[config.mk]
export PLATFORM = sky130hd
export DESIGN_NAME = sign_mag_split
export DESIGN_NICKNAME = d
export VERILOG_FILES = /design/src/rtl/aptpu_pkg.sv /design/src/rtl/abs_val.sv /design/src/rtl/sign_mag_split.sv
export SDC_FILE = /design/constraint.sdc
export NUM_CORES = 1
export LEC_CHECK = 0
export BUFFER_PORTS_ARGS = -buffer_cell sky130_fd_sc_hd__buf_2
export CORE_MARGIN = 2
export CORE_UTILIZATION = 61
export CTS_BUF_LIST = sky130_fd_sc_hd__clkbuf_8
export CTS_CLUSTER_DIAMETER = 150
export DETAILED_ROUTE_END_ITERATION = 8
export PLACE_DENSITY = 0.95
export SLEW_MARGIN = 15
export SYNTH_ARGS = -nofsm -noshare
export SYNTH_HDL_FRONTEND = slang
export SYNTH_HIERARCHICAL = 1
export SYNTH_SLANG_ARGS = --single-unit
[constraint.sdc]
create_clock -name clk -period 4.1 [get_ports clk]
set_input_delay 0.82 -clock clk [delete_from_list [all_inputs] [get_ports clk]]
set_output_delay 0.82 -clock clk [all_outputs]
set_load 0.05 [all_outputs]
[src/rtl/aptpu_pkg.sv]
// Shared constants and the split-result record for the sign/magnitude front end.
package aptpu_pkg;

  localparam int BW_DEF    = 8;
  localparam int CNT_W_DEF = 16;
  // Widest operand the shared record can carry; narrower builds zero-extend.
  localparam int MAG_W_MAX = 32;

  typedef struct packed {
    logic                 a_sign;
    logic                 b_sign;
    logic                 prod_sign;
    logic                 zero_op;
    logic [MAG_W_MAX-1:0] a_mag;
    logic [MAG_W_MAX-1:0] b_mag;
  } split_t;

  // Product sign for the re-signing stage; a zero product is always positive
  // when zero detection is active.
  function automatic logic prod_sign_of(input logic sa, input logic sb,
                                        input logic zero);
    return zero ? 1'b0 : (sa ^ sb);
  endfunction

endpackage

[src/rtl/abs_val.sv]
// Two's-complement to sign/magnitude for one operand. The magnitude of the
// most-negative value wraps to 2^(BW-1), which is exact as an unsigned value.
module abs_val #(
  parameter int BW = 8
) (
  input  logic [BW-1:0] x,
  output logic          sign,
  output logic [BW-1:0] mag
);

  assign sign = x[BW-1];
  assign mag  = sign ? (~x + BW'(1)) : x;

endmodule

[src/rtl/sign_mag_split.sv]
// Splits a pair of signed operands into signs and unsigned magnitudes for an
// unsigned multiplier, behind a two-entry (main + skid) ready/valid buffer.
// Optional build macro: SIGN_MAG_ZERO_SKIP_EN enables zero-operand detection.
module sign_mag_split
  import aptpu_pkg::*;
#(
  parameter int BW    = BW_DEF,
  parameter int CNT_W = CNT_W_DEF
) (
  input  logic             clk,
  input  logic             rst,
  input  logic             in_valid,
  output logic             in_ready,
  input  logic [BW-1:0]    a,
  input  logic [BW-1:0]    b,
  output logic             out_valid,
  input  logic             out_ready,
  output logic             a_sign,
  output logic             b_sign,
  output logic [BW-1:0]    a_mag,
  output logic [BW-1:0]    b_mag,
  output logic             prod_sign,
  output logic             zero_op,
  output logic [CNT_W-1:0] op_count
);

  logic [1:0][BW-1:0] opnd;
  logic [1:0][BW-1:0] mag;
  logic [1:0]         sgn;
  logic               zero;
  split_t             nxt;
  split_t             m_q, s_q;
  logic               m_full, s_full;
  logic               acc, fire;
  logic [CNT_W-1:0]   cnt_q;

  assign opnd = {b, a};

  for (genvar i = 0; i < 2; i++) begin : g_abs
    abs_val #(.BW(BW)) u_abs (
      .x    (opnd[i]),
      .sign (sgn[i]),
      .mag  (mag[i])
    );
  end

`ifdef SIGN_MAG_ZERO_SKIP_EN
  assign zero = (a == '0) | (b == '0);
`else
  assign zero = 1'b0;
`endif

  // Assemble the record for an incoming pair.
  always_comb begin
    nxt           = '0;
    nxt.a_sign    = sgn[0];
    nxt.b_sign    = sgn[1];
    nxt.zero_op   = zero;
    nxt.prod_sign = prod_sign_of(sgn[0], sgn[1], zero);
    nxt.a_mag     = MAG_W_MAX'(mag[0]);
    nxt.b_mag     = MAG_W_MAX'(mag[1]);
  end

  // in_ready depends only on the skid flop, so out_ready never reaches it.
  assign in_ready = ~s_full;
  assign acc      = in_valid & ~s_full;
  assign fire     = m_full & out_ready;

  // Main/skid buffer: M drives the outputs, S catches the pair that arrives
  // while M is stalled, and S refills M before any new pair is taken.
  always_ff @(posedge clk) begin
    if (rst) begin
      m_q    <= '0;
      s_q    <= '0;
      m_full <= 1'b0;
      s_full <= 1'b0;
    end else if (fire) begin
      if (s_full) begin
        m_q    <= s_q;
        s_full <= 1'b0;
      end else if (acc) begin
        m_q    <= nxt;
      end else begin
        m_full <= 1'b0;
      end
    end else if (acc) begin
      if (!m_full) begin
        m_q    <= nxt;
        m_full <= 1'b1;
      end else begin
        s_q    <= nxt;
        s_full <= 1'b1;
      end
    end
  end

  // Accepted-pair counter, held at all-ones once saturated.
  always_ff @(posedge clk) begin
    if (rst)
      cnt_q <= '0;
    else if (acc && (cnt_q != '1))
      cnt_q <= cnt_q + CNT_W'(1);
  end

  assign out_valid = m_full;
  assign a_sign    = m_q.a_sign;
  assign b_sign    = m_q.b_sign;
  assign prod_sign = m_q.prod_sign;
  assign zero_op   = m_q.zero_op;
  assign a_mag     = m_q.a_mag[BW-1:0];
  assign b_mag     = m_q.b_mag[BW-1:0];
  assign op_count  = cnt_q;

  // Record bits above BW are always zero and intentionally left unread.
  if (BW < MAG_W_MAX) begin : g_hi
    logic unused_hi;
    assign unused_hi = ^{m_q.a_mag[MAG_W_MAX-1:BW], m_q.b_mag[MAG_W_MAX-1:BW],
                         s_q.a_mag[MAG_W_MAX-1:BW], s_q.b_mag[MAG_W_MAX-1:BW]};
  end

endmodule

==> metrics.cfg, run 1 <==
[placed_design]
post-place-ws_ps = 1640
finalWeightedCongestion = 0.809
dp_hpwl_mm = 4.00
io_buffers = 56
dp_cells = 414

[worst_setup_path]
required_ps = 4300
crit_path_start_kind = flip-flop
cp.arrival_ps = 2400
crit_path_end_kind = flip-flop
cp_max_fo = 17
path_class = flip-flop to flip-flop

[route]
wl_per_cell_microns = 13.8
ant_nets = 0
drt-total-wl_mm = 5.84
vias = 2494
drt_iter0_drc = 177
first_pass_iters = 4
drc = 0
viasPerCell = 5.91

[timing]
min_period_ps = 2200
finalHoldViolations = 0
tightestPinTransition_ps = 1050
rsz0062_at_grt = false
fmax_mhz = 455
final.setup.worst_slack_ps = 1900
setup_viol = 0
setup-tns-final_ps = 0
finClkSkew_ps = 3.90
report.final.slew_viol_count = 0
relSlewSlack_pct = 30.2
period_share_pct = 53.6

[cts]
htreeDepth = 2
cts-hold-fix-buffers = 0
cts_tree = done
clock-root-buffer = clkbuf_8
clkLatencyLatePin_ps = 310
clkTransAtPathRegs_ps = 90
clock-sinks = 56
cts_made_buffers = 5
cts_setup_buffers = 0
ctsResizeCount = 0
cts_buffer_depth = 2

[power_and_ir_drop]
pwr_density_cell_nw_per_um2 = 360
p_leak_nw = 1.36
ir_drop_v = 0.000181

[global_route]
grtUsageMet1_pct = 30.3
grt_max_degree = 61
groute.usage.overall_pct = 23.4
grt_first_pass_wirelength_mm = 9.66
grt_busiest_layer = met2
antenna_found_initial = 0
gr-total-overflow = 0
grt_pass1_vias = 2215
use_met2_pct = 38.5
grt_use_met3_pct = 3.56

[cells_and_area]
fill_cells = 331
seq_area_sq_um = 1120
antennaDiodeCount = 0
drive_gt1_share_pct = 20.5
multi_input_area_sq_um = 1480
syn2layout_area_growth_pct = 12.0
most-common-layout-cells = dfxtp_1, buf_2, nand2_1
nNetsFinal = 392
final_util_pct = 70.9
final_cells = 422

[yosys]
synth_seq_area_share_pct = 40.7
syn_avg_cell_area_sq_um = 8.40
synth_area_sq_um = 2760
synth_edf_count = 0
synthTopCellsByArea = dfxtp_1, mux2i_1, nand2_1
ys_types = 45
synthArstFlopShare_pct = 0
synth-seq-cells = 56
synth_top_area_cell = dfxtp_1
synth_top_area_share_pct = 40.7
ys.flop_type = dfxtp_1
synth_nets = 351
synth_cells = 328
synth_warnings = 6

[floorplan]
coreArea_sq_um = 4350
start_util_pct = 63.3
num_rows = 24
pin_count = 58
die_h_microns = 71.2
die-area_sq_um = 5070
die_w_microns = 71.2

[min_path]
hp-class = flip-flop to flip-flop

[job]
cap_violations = 0

[status]
outcome = finished clean

area by class of cell:
| cell class | count | area share [%] |
|---|---|---|
| timing repair buffer | 58 | 9.57 |
| multi-input combinational | 239 | 48.0 |
| sequential | 56 | 36.3 |
| tap | 52 | 2.11 |
| clock buffer | 6 | 2.68 |
| clock inverter | 2 | 0.243 |
| inverter | 9 | 1.09 |
state kept, by name, indices dropped and copies added (netlist names):
name       cells
a_mag          8
a_sign         1
b_mag          8
b_sign         1
op_count      16
out_valid      1
prod_sign      1
s_full         1
s_q           19
report_power, final:
part           switching, W  total, W  leakage, nW  internal (W)
combinational      0.000161  0.000224        0.849     0.0000633
clock              0.000167  0.000301       0.0538      0.000133
sequential        0.0000157  0.000586        0.457      0.000570
total              0.000344   0.00111         1.36      0.000766
critical path, cell delays in order (launching register included):
cell     delay [ps]
dfxtp_1         420
ha_1            250
nand4_2         220
nor4_4          730
nor4_1          130
mux2_1          340
logic make-up (layout without fill, tap and decap cells):
| family | after synthesis | after routing | share of synthesized area [%] |
|---|---|---|---|
| buffers and inverters | 33 | 75 | 5.72 |
| adders and majority gates | 3 | 3 | 1.36 |
| AOI/OAI and AO/OA | 77 | 77 | 17.1 |
| DFF | 56 | 56 | 40.7 |
| xor gates and xnor gates | 12 | 12 | 3.81 |
| other | 1 | 1 | 0.136 |
| and+or+nand+nor | 125 | 125 | 23.4 |
| muxes | 21 | 21 | 7.77 |
per-stage QoR:
| stage | total power, W | hold slack [ps] | cell area, sq um |
|---|---|---|---|
| 6_report | 0.00111 | 463 | 3090 |
| 5_1_grt | 0.00115 | 471 | 3090 |
| 4_1_cts | 0.00112 | 461 | 3090 |
| 3_5_place_dp | 0.000822 | 446 | 3000 |
| 3_3_place_gp | 0.000814 | 441 | 3000 |
| 2_1_floorplan | 0.000768 | 436 | 2760 |
final timing paths:
path	start	end	slack, ps	cells after the start
worst max-delay path	op_count[0]	op_count[7]	1900	5
worst min register to register	s_q[37]	s_q[37]	460	2
worst max register to register	op_count[0]	op_count[7]	1900	5
worst min-delay path	s_q[37]	s_q[37]	460	2
cells in the mapped netlist (2+ instances only):
cell type	n
nor4_1	7
o31ai_1	2
nor2_1	24
nand2_1	48
or3_1	7
o21ai_1	2
buf_1	2
a211oi_1	21
dfxtp_1	56
nand4_2	2
o31ai_2	2
inv_1	9
nand3_1	5
a21oi_1	32
nand4_1	3
mux2_1	2
nor2b_1	6
clkbuf_1	10
o211ai_1	2
mux2i_1	18
buf_2	6
and3_1	2
xnor2_1	11
o21ai_0	13
or4_1	2
nand2b_1	6
ha_1	3
or3_4	2
nor3_1	3
buf_4	5
metal layers:
metal	vias up	wire, microns
met5	-	0
met3	10	363
met1	1155	2560
li1	1234	-
met4	0	99
met2	95	2820
Note: power is estimated with default switching activity, not from simulation.
==> run 2: changes to the inputs <==
Settings changed: CORE_UTILIZATION 61 to 56, PLACE_DENSITY 0.95 to 0.93.
Clock period 4.1 ns to 2.2 ns, I/O delays scaled along.
==> metrics.cfg, run 2 (synthesized netlist as in run 1, its figures left out) <==
[route]
wl_per_cell_microns = 13.3
drt_iter0_drc = 166
first_pass_iters = 4
viasPerCell = 5.60
drt-total-wl_mm = 5.89
vias = 2475
drc = 0
ant_nets = 0

[placed_design]
io_buffers = 56
placed_area_sq_um = 3050
finalWeightedCongestion = 0.878
dp_hpwl_mm = 4.24

[cells_and_area]
final_util_pct = 66.5
largest_register_ffs = 19
drive_gt1_share_pct = 22.1
syn2layout_area_growth_pct = 14.1
most-common-layout-cells = dfxtp_1, buf_2, nand2_1
top_register = s_q
nNetsFinal = 397
antennaDiodeCount = 0
fill_cells = 402
seq_area_sq_um = 1120
fin_area_sq_um = 3140
multi_input_area_sq_um = 1480

[worst_setup_path]
worst_path_max_delay_cell = nor4_1
crit_path_end_kind = flip-flop
cp.arrival_ps = 2090
cp_cell_sequence = ha_1, nand4_2, nor4_1, and4b_1, a211oi_1
crit_path_start_kind = flip-flop
worst-path-buf-inv = 0
cp_slowest_stage_delay_ps = 560
cp_max_fo = 5
path_class = flip-flop to flip-flop
required_ps = 2380
critPathTopFamily = simple AND/OR/NAND/NOR gates

[timing]
finClkSkew_ps = 4.14
tightestPinTransition_ps = 635
fmax_mhz = 524
finalHoldViolations = 0
relSlewSlack_pct = 57.6
period_share_pct = 86.8
min_period_ps = 1910
timing.hold.ws_ps = 358
setup_viol = 0
report.final.slew_viol_count = 0
setup-tns-final_ps = 0
rsz0062_at_grt = false

[cts]
cts-hold-fix-buffers = 0
cts_tree = done
ctsResizeCount = 0
cts_made_buffers = 5
cts_setup_buffers = 0
clkLatencyLatePin_ps = 310
clock-sinks = 56
cts_buffer_depth = 2
clkTransAtPathRegs_ps = 100
htreeDepth = 2
clock-root-buffer = clkbuf_8

[floorplan]
start_util_pct = 58.3
pin_count = 58
die-area_sq_um = 5500
die_h_microns = 74.1
coreArea_sq_um = 4720
num_rows = 25
die_w_microns = 74.1

[global_route]
antenna_found_initial = 0
grt_max_degree = 39
grt_pass1_vias = 2212
grt_first_pass_wirelength_mm = 9.78
gr-total-overflow = 0
groute.usage.overall_pct = 22.3

[power_and_ir_drop]
p_seq_share_pct = 52.2
intPower_w = 0.00141
p_leak_nw = 1.38
sw_frac_of_total_pct = 32.3
ir_drop_v = 0.000349
pwr-share-comb_pct = 20.2
pwr-share-clk_pct = 27.6
pwr_density_cell_nw_per_um2 = 665
switching_power_w = 0.000675

[min_path]
hp-class = input port to flip-flop

[status]
outcome = finished clean

[job]
cap_violations = 0

## run 2: area by class of cell
class	instances	area share, %
Clock buffer	5	2.19
Clock inverter	3	0.717
Inverter	9	1.07
Multi-Input combinational cell	239	47.1
Sequential cell	56	35.7
Tap cell	67	2.67
Timing Repair Buffer	63	10.6
## run 2: path summary, 6_finish.rpt
check / startpoint / endpoint / slack (ps) / cells past startpoint
hold / removal: out_ready / s_full / 360 / 2
hold reg to reg: s_q[32] / s_q[32] / 460 / 2
setup / recovery: op_count[0] / op_count[14] / 290 / 5
setup reg to reg: op_count[0] / op_count[14] / 290 / 5
## run 2: through the flow
stage / total power, W / cells / setup WS (ps)
floorplan: 0.00143 / 328 / 87.0
global placement: 0.00152 / 434 / 423
detailed placement: 0.00154 / 434 / 308
CTS: 0.00210 / 442 / 309
global route: 0.00218 / 442 / 223
finish: 0.00209 / 442 / 290
## run 2: layer usage
layer | routed length (microns) | GRT usage [%] | vias up | part of all wire, %
met4 | 27 | 7.07 | 0 | 0.46
met1 | 2670 | 28.2 | 1179 | 45
met5 | 0 | 0 | - | 0
met2 | 2960 | 39.6 | 56 | 50
met3 | 236 | 2.85 | 2 | 4.0
li1 | - | - | 1238 | -
## run 2: power groups by stage
stage	clock network, W	registers [W]	logic, W
after detailed placement	0	0.00111	0.000423
after CTS	0.000585	0.00109	0.000424
after global routing	0.000628	0.00110	0.000458
final	0.000576	0.00109	0.000422
after floorplan	0	0.00125	0.000184
after global placement	0	0.00111	0.000411
